`src/rtl/pixel_sensor_controller_pkg.sv`:
```
// Constants and state encoding shared by the pixel array,
// the frame controller and the readout path.
package pixel_sensor_config;

  localparam int PIXEL_BITS   = 8;
  localparam int NUM_ROWS     = 2;
  localparam int ERASE_CYCLES = 5;
  localparam int EXPOSE_BITS  = 8;

  localparam int ROW_W =
    (NUM_ROWS > 1) ? $clog2(NUM_ROWS) : 1;

  // Wide enough for both erase and exposure lengths
  localparam int ERASE_W = $clog2(ERASE_CYCLES + 1);
  localparam int DCNT_W =
    (EXPOSE_BITS > ERASE_W) ? EXPOSE_BITS : ERASE_W;

  typedef enum logic [2:0] {
    S_IDLE,
    S_ERASE,
    S_EXPOSE,
    S_CONVERT,
    S_READ,
    S_DONE
  } pixel_ctrl_state_t;

  function automatic logic [EXPOSE_BITS-1:0] expose_len(
    input logic [EXPOSE_BITS-1:0] t
  );
    return (t == '0) ? EXPOSE_BITS'(1) : t;
  endfunction

endpackage

```
`src/rtl/pixel_sensor_controller_if.sv`:
```
// Camera-control and pixel-array signals of the
// frame controller, bundled as one port.
interface pixel_sensor_controller_if;
  import pixel_sensor_config::*;

  logic                   start;
  logic                   abort;
  logic [EXPOSE_BITS-1:0] expose_time;
  logic                   erase;
  logic                   expose;
  logic                   ramp;
  logic [PIXEL_BITS-1:0]  count_value;
  logic [NUM_ROWS-1:0]    row_select;
  logic                   row_valid;
  logic                   row_ready;
  logic                   busy;
  logic                   frame_done;

  modport master (
    output start, abort, expose_time, row_ready,
    input  erase, expose, ramp, count_value,
    input  row_select, row_valid, busy, frame_done
  );

  modport slave (
    input  start, abort, expose_time, row_ready,
    output erase, expose, ramp, count_value,
    output row_select, row_valid, busy, frame_done
  );

endinterface

```
`src/rtl/pixel_sensor_controller_counter.sv`:
```
// Generic up-counter with synchronous clear and enable.
// Saturation is left to the caller via max_o.
module pixel_sensor_controller_counter #(
  parameter int WIDTH = 8
) (
  input  logic             clk,
  input  logic             reset,
  input  logic             clr_i,
  input  logic             en_i,
  output logic [WIDTH-1:0] q_o,
  output logic             max_o
);

  logic [WIDTH-1:0] q_q, q_d;

  always_comb begin
    q_d = q_q;
    if (clr_i)
      q_d = '0;
    else if (en_i)
      q_d = q_q + WIDTH'(1);
  end

  always_ff @(posedge clk) begin
    if (reset)
      q_q <= '0;
    else
      q_q <= q_d;
  end

  assign q_o   = q_q;
  assign max_o = &q_q;

endmodule

```
`src/rtl/pixel_sensor_controller.sv`:
```
// Frame sequencer: erase, expose, ramp conversion and
// row-by-row readout handshake for the pixel array.
module pixel_sensor_controller
  import pixel_sensor_config::*;
(
  input logic clk,
  input logic reset,
  pixel_sensor_controller_if.slave bus
);

  localparam int CW = PIXEL_BITS + 1;

  pixel_ctrl_state_t state_q, state_d;

  logic [DCNT_W-1:0]      dcnt_q, dcnt_d;
  logic [EXPOSE_BITS-1:0] elen_q, elen_d;
  logic [ROW_W-1:0]       row_q, row_d;

  // Bit 0 is the ramp phase, upper bits the count
  logic [CW-1:0] cv;
  logic          cv_max;
  logic          cv_clr;
  logic          cv_en;

  pixel_sensor_controller_counter #(
    .WIDTH (CW)
  ) u_conv_cnt (
    .clk   (clk),
    .reset (reset),
    .clr_i (cv_clr),
    .en_i  (cv_en),
    .q_o   (cv),
    .max_o (cv_max)
  );

  always_comb begin
    state_d = state_q;
    dcnt_d  = dcnt_q;
    elen_d  = elen_q;
    row_d   = row_q;
    unique case (state_q)
      S_IDLE: begin
        if (bus.start) begin
          state_d = S_ERASE;
          dcnt_d  = DCNT_W'(ERASE_CYCLES - 1);
          elen_d  = expose_len(bus.expose_time);
        end
      end
      S_ERASE: begin
        if (dcnt_q == '0) begin
          state_d = S_EXPOSE;
          dcnt_d  = DCNT_W'(elen_q) - DCNT_W'(1);
        end else begin
          dcnt_d = dcnt_q - DCNT_W'(1);
        end
      end
      S_EXPOSE: begin
        if (dcnt_q == '0)
          state_d = S_CONVERT;
        else
          dcnt_d = dcnt_q - DCNT_W'(1);
      end
      S_CONVERT: begin
        if (cv_max)
          state_d = S_READ;
      end
      S_READ: begin
        if (bus.row_ready) begin
          if (row_q == ROW_W'(NUM_ROWS - 1)) begin
            state_d = S_DONE;
            row_d   = '0;
          end else begin
            row_d = row_q + ROW_W'(1);
          end
        end
      end
      S_DONE:  state_d = S_IDLE;
      default: state_d = S_IDLE;
    endcase
    if (bus.abort) begin
      state_d = S_IDLE;
      dcnt_d  = '0;
      row_d   = '0;
    end
  end

  // Count holds at all ones through READ
  assign cv_en  = (state_q == S_CONVERT) && !cv_max;
  assign cv_clr = (state_d != S_CONVERT) &&
                  (state_d != S_READ);

  always_ff @(posedge clk) begin
    if (reset) begin
      state_q <= S_IDLE;
      dcnt_q  <= '0;
      elen_q  <= '0;
      row_q   <= '0;
    end else begin
      state_q <= state_d;
      dcnt_q  <= dcnt_d;
      elen_q  <= elen_d;
      row_q   <= row_d;
    end
  end

  assign bus.erase       = (state_q == S_ERASE);
  assign bus.expose      = (state_q == S_EXPOSE);
  assign bus.ramp        = (state_q == S_CONVERT) && !cv[0];
  assign bus.count_value = cv[CW-1:1];
  assign bus.row_valid   = (state_q == S_READ);
  assign bus.row_select  = (state_q == S_READ) ?
                           (NUM_ROWS'(1) << row_q) : '0;
  assign bus.busy        = (state_q != S_IDLE);
  assign bus.frame_done  = (state_q == S_DONE);

endmodule

```
`src/flat_wrapper.sv`:
```
// flat-port wrapper written by rule: the top's interface ports become plain ports
module pixel_sensor_controller_flat import pixel_sensor_config::*;
  (clk, reset, bus_start, bus_abort, bus_expose_time, bus_row_ready, bus_erase, bus_expose, bus_ramp, bus_count_value, bus_row_select, bus_row_valid, bus_busy, bus_frame_done);
  pixel_sensor_controller_if bus_i ();
  input logic clk;
  input logic reset;
  input wire logic [$bits(bus_i.start)-1:0] bus_start;
  input wire logic [$bits(bus_i.abort)-1:0] bus_abort;
  input wire logic [$bits(bus_i.expose_time)-1:0] bus_expose_time;
  input wire logic [$bits(bus_i.row_ready)-1:0] bus_row_ready;
  output wire logic [$bits(bus_i.erase)-1:0] bus_erase;
  output wire logic [$bits(bus_i.expose)-1:0] bus_expose;
  output wire logic [$bits(bus_i.ramp)-1:0] bus_ramp;
  output wire logic [$bits(bus_i.count_value)-1:0] bus_count_value;
  output wire logic [$bits(bus_i.row_select)-1:0] bus_row_select;
  output wire logic [$bits(bus_i.row_valid)-1:0] bus_row_valid;
  output wire logic [$bits(bus_i.busy)-1:0] bus_busy;
  output wire logic [$bits(bus_i.frame_done)-1:0] bus_frame_done;
  assign bus_i.start = bus_start;
  assign bus_i.abort = bus_abort;
  assign bus_i.expose_time = bus_expose_time;
  assign bus_i.row_ready = bus_row_ready;
  assign bus_erase = bus_i.erase;
  assign bus_expose = bus_i.expose;
  assign bus_ramp = bus_i.ramp;
  assign bus_count_value = bus_i.count_value;
  assign bus_row_select = bus_i.row_select;
  assign bus_row_valid = bus_i.row_valid;
  assign bus_busy = bus_i.busy;
  assign bus_frame_done = bus_i.frame_done;
  pixel_sensor_controller u_core (.clk(clk), .reset(reset), .bus(bus_i));
endmodule
```
`config.mk`:
```
export PLATFORM = sky130hd
export DESIGN_NAME = pixel_sensor_controller_flat
export DESIGN_NICKNAME = d
export VERILOG_FILES = /design/src/rtl/pixel_sensor_controller_pkg.sv /design/src/rtl/pixel_sensor_controller_if.sv /design/src/rtl/pixel_sensor_controller_counter.sv /design/src/rtl/pixel_sensor_controller.sv /design/src/flat_wrapper.sv
export SDC_FILE = /design/constraint.sdc
export NUM_CORES = 1
export LEC_CHECK = 0
export CELL_PAD_IN_SITES_DETAIL_PLACEMENT = 2
export CELL_PAD_IN_SITES_GLOBAL_PLACEMENT = 2
export CORE_UTILIZATION = 25
export DETAILED_ROUTE_END_ITERATION = 12
export MAX_ROUTING_LAYER = met4
export PLACE_DENSITY = 0.71
export SYNTH_ARGS = -nofsm -noshare
export SYNTH_HDL_FRONTEND = slang
export SYNTH_SLANG_ARGS = --single-unit
```
`constraint.sdc`:
```
create_clock -name clk -period 4.8 [get_ports clk]
set_input_delay 0.96 -clock clk [delete_from_list [all_inputs] [get_ports clk]]
set_output_delay 0.96 -clock clk [all_outputs]
set_load 0.02 [all_outputs]
```
==> qor.log <==
INFO  logic_synthesis post_synth_design_cell_area=1775µm²
INFO  floorplanning  core.rowCount=30
INFO  timing         report.final.setup_viol=0
INFO  finish         multi_input_comb_area=1064µm²
INFO  clocking       cts_made_buffers=5
INFO  finish         layout-area-overhead-vs-synth=24.45%
INFO  setup_path     endpoint_kind=primary output
INFO  timing         max_freq=329.1MHz
INFO  floorplanning  top_level_ports=29
INFO  clocking       cts_root_buffer=sky130_fd_sc_hd__clkbuf_8
INFO  floorplanning  die_h=86.27µm
INFO  flow_run       max_cap_violations=0
INFO  timing         setup_slack=1761ps
INFO  route          wire_per_inst=15.81µm
INFO  floorplanning  core_region_area=6832µm²
INFO  grt            wire_length_of_the_first_global_routing_pass=9156µm
INFO  route          drcViolationCount=0
INFO  clocking       cts_tree=built
INFO  clocking       cts.htree.levels=2
INFO  clocking       cts_hold_buffers=0
INFO  timing         timing.final.max_slew_violations=0
INFO  grt            grt_pass1_vias=1719
INFO  setup_path     cp_data_arrival_time=2080ps
INFO  floorplanning  design.die.area=7443µm²
INFO  timing         fin_hold_ws=481.0ps
INFO  outcome        outcome=finished clean
INFO  power_and_ir_drop p_leak=0.0008361µW
INFO  logic_synthesis yosysSeqAreaShare=32.70%
INFO  logic_synthesis synth_area_per_cell=8.258µm²
INFO  logic_synthesis synth_cell_types=47
INFO  setup_path     crit_fanout=12
INFO  logic_synthesis synth_enable_flop_cells=0
INFO  placed_design  gp_congestion=0.7163
INFO  route          postRouteWirelength=5249µm
INFO  placed_design  place.detailed.hpwl=3945µm
INFO  setup_path     critical_path_class=flip-flop to primary output
INFO  floorplanning  width_of_the_die=86.27µm
INFO  clocking       clock_sink_count=29
INFO  grt            globalRouteTotalUtil=16.47%
INFO  timing         fin_setup_tns=0ps
INFO  logic_synthesis synth_cells=215
INFO  finish         fin_util=32.34%
INFO  finish         layout.cells.non_filler=332
INFO  clocking       clock_insertion_delay_worst_skew=290ps
INFO  clocking       clk_transition_reported_paths=70ps
INFO  finish         layout_common_cells=29 x sky130_fd_sc_hd__dfxtp_1, 28 x sky130_fd_sc_hd__clkdlybuf4s50_1, 25 x sky130_fd_sc_hd__nand2_1
INFO  grt            antenna_violations_before_repair=0
INFO  finish         final_layout_size_suffix_gt1_share=9.322%
INFO  route          detailedRoute.firstPassIterationCount=4
INFO  route          drt_iter0_markers=37
INFO  clocking       post-cts-setup-buffers=0
INFO  logic_synthesis synthesis.yosys.warnings=0
INFO  finish         layout_commonest_cell=sky130_fd_sc_hd__dfxtp_1
INFO  logic_synthesis synth_top_flop_cell=sky130_fd_sc_hd__dfxtp_1
INFO  finish         area.sequential=580.6µm²
INFO  power_and_ir_drop vdd_drop_max=107.7µV
INFO  timing         grt_setup_unrepaired=false
INFO  placed_design  dp_slack=1627ps
INFO  route          route.antenna.remaining_nets=0
INFO  logic_synthesis synth_async_sr_flop_share=0%
INFO  placed_design  buffer_ports.inserted=28
INFO  timing         final_period_minus_worst_setup_slack=3039ps
INFO  timing         fin_crit_sh=63.30%
INFO  timing         max_slew_margin=42.31%
INFO  route          avgViaCountPerCell=4.858
INFO  finish         layout_nets=253
INFO  clocking       postCtsResizedCells=0
INFO  timing         final-hold-violation-count=0
INFO  logic_synthesis ys_ff_latch=29
INFO  floorplanning  starting_density_of_the_core=25.99%
INFO  setup_path     critPathRequiredTime=3840ps
INFO  route          vias=1613
INFO  grt            grt_remaining_overflow=0
INFO  logic_synthesis syn_nets=233
INFO  finish         antenna_diode_count=0
INFO  clocking       cts-root-to-sink-buffers=2
INFO  hold_path      holdCritPathClass=flip-flop to flip-flop
INFO  grt            grt_start_max_net_pins=23
INFO  setup_path     worst_setup_path_start_kind=flip-flop
INFO  power_and_ir_drop power.density_cell_area=295.3nW/µm²
INFO  finish         n_fill_cell=810
INFO  placed_design  placed_cells_incl_taps=324
INFO  timing         tightest_slew=862.7ps
INFO  timing         fin_skew=8.676ps
## stage by stage
| stage | area, µm² | total power [µW] |
|---|---|---|
| 2_1_floorplan | 1775 | 345.9 |
| 3_3_place_gp | 2090 | 382.7 |
| 3_5_place_dp | 2090 | 386.1 |
| 4_1_cts | 2210 | 660.2 |
| 5_1_grt | 2210 | 688.5 |
| 6_report | 2210 | 652.5 |
## critical path: stages, from the launching register on
cell and delay [ps]:
sky130_fd_sc_hd__dfxtp_1 550, sky130_fd_sc_hd__or3b_1 460, sky130_fd_sc_hd__inv_1 150, sky130_fd_sc_hd__clkdlybuf4s50_1 620
## synthesized netlist by cell type, types with 3 or more instances
| cell type | number | share of area (%) |
|---|---|---|
| sky130_fd_sc_hd__a21oi_1 | 16 | 4.5 |
| sky130_fd_sc_hd__and2_1 | 3 | 1.1 |
| sky130_fd_sc_hd__and3_1 | 5 | 1.8 |
| sky130_fd_sc_hd__buf_2 | 3 | 0.85 |
| sky130_fd_sc_hd__buf_4 | 8 | 3.4 |
| sky130_fd_sc_hd__clkbuf_1 | 5 | 1.1 |
| sky130_fd_sc_hd__dfxtp_1 | 29 | 33 |
| sky130_fd_sc_hd__ha_1 | 5 | 3.5 |
| sky130_fd_sc_hd__inv_1 | 10 | 2.1 |
| sky130_fd_sc_hd__mux2i_1 | 3 | 1.7 |
| sky130_fd_sc_hd__nand2_1 | 25 | 5.3 |
| sky130_fd_sc_hd__nand3_1 | 3 | 0.85 |
| sky130_fd_sc_hd__nand4_1 | 5 | 1.8 |
| sky130_fd_sc_hd__nor2_1 | 10 | 2.1 |
| sky130_fd_sc_hd__nor2b_1 | 4 | 1.4 |
| sky130_fd_sc_hd__nor3_1 | 17 | 4.8 |
| sky130_fd_sc_hd__o21ai_0 | 7 | 2.0 |
| sky130_fd_sc_hd__o22a_1 | 3 | 1.5 |
| sky130_fd_sc_hd__xnor2_1 | 6 | 3.0 |
| sky130_fd_sc_hd__xor2_1 | 12 | 5.9 |
## layer usage
layer | vias up | global-route usage, % | wire length (µm)
li1 | 800 | - | -
met4 | 0 | 4.545 | 59
met5 | - | - | 0
met1 | 783 | 21.31 | 2465
met2 | 24 | 26.05 | 2569
met3 | 6 | 3.429 | 155
## registers in the layout, summed over array words and instances (netlist names)
name                   cells
u_core.row_q               1
u_core.elen_q              8
u_core.dcnt_q              8
u_core.state_q             3
u_core.u_conv_cnt.q_o      9
## cell type report
cell class / count / area share, %
Clock buffer: 6 / 3.737
Clock inverter: 2 / 1.699
Inverter: 10 / 1.699
Multi-Input combinational cell: 160 / 48.13
Sequential cell: 29 / 26.27
Tap cell: 96 / 5.436
Timing Repair Buffer: 29 / 13.02
## where the power goes
part / internal, µW / total (µW) / switching (µW) / leakage (µW)
clock: 169 / 272 / 103 / 0.0000574
sequential: 249 / 261 / 12.0 / 0.000236
combinational: 55.8 / 120 / 64.2 / 0.000543
## kinds of logic after synthesis
kind of cell | count (synthesis) | share of synthesized area (%)
and+or+nand+nor | 92 | 29.25
AOI/OAI and AO/OA | 42 | 16.56
DFF | 29 | 32.70
buffers and inverters | 26 | 7.400
xor gates and xnor gates | 18 | 8.879
adders and majority gates | 5 | 3.524
muxes | 3 | 1.691
## path summary, 6_finish.rpt
check	start	to	slack [ps]	depth (start not counted)
max reg2reg	u_core.u_conv_cnt.q_o[0]	u_core.u_conv_cnt.q_o[6]	2240	9
min	u_core.elen_q[7]	u_core.elen_q[7]	480	2
min reg2reg	u_core.elen_q[7]	u_core.elen_q[7]	480	2
max	u_core.state_q[0]	bus_erase	1760	3
No activity file was read; power rests on OpenSTA's default activity.
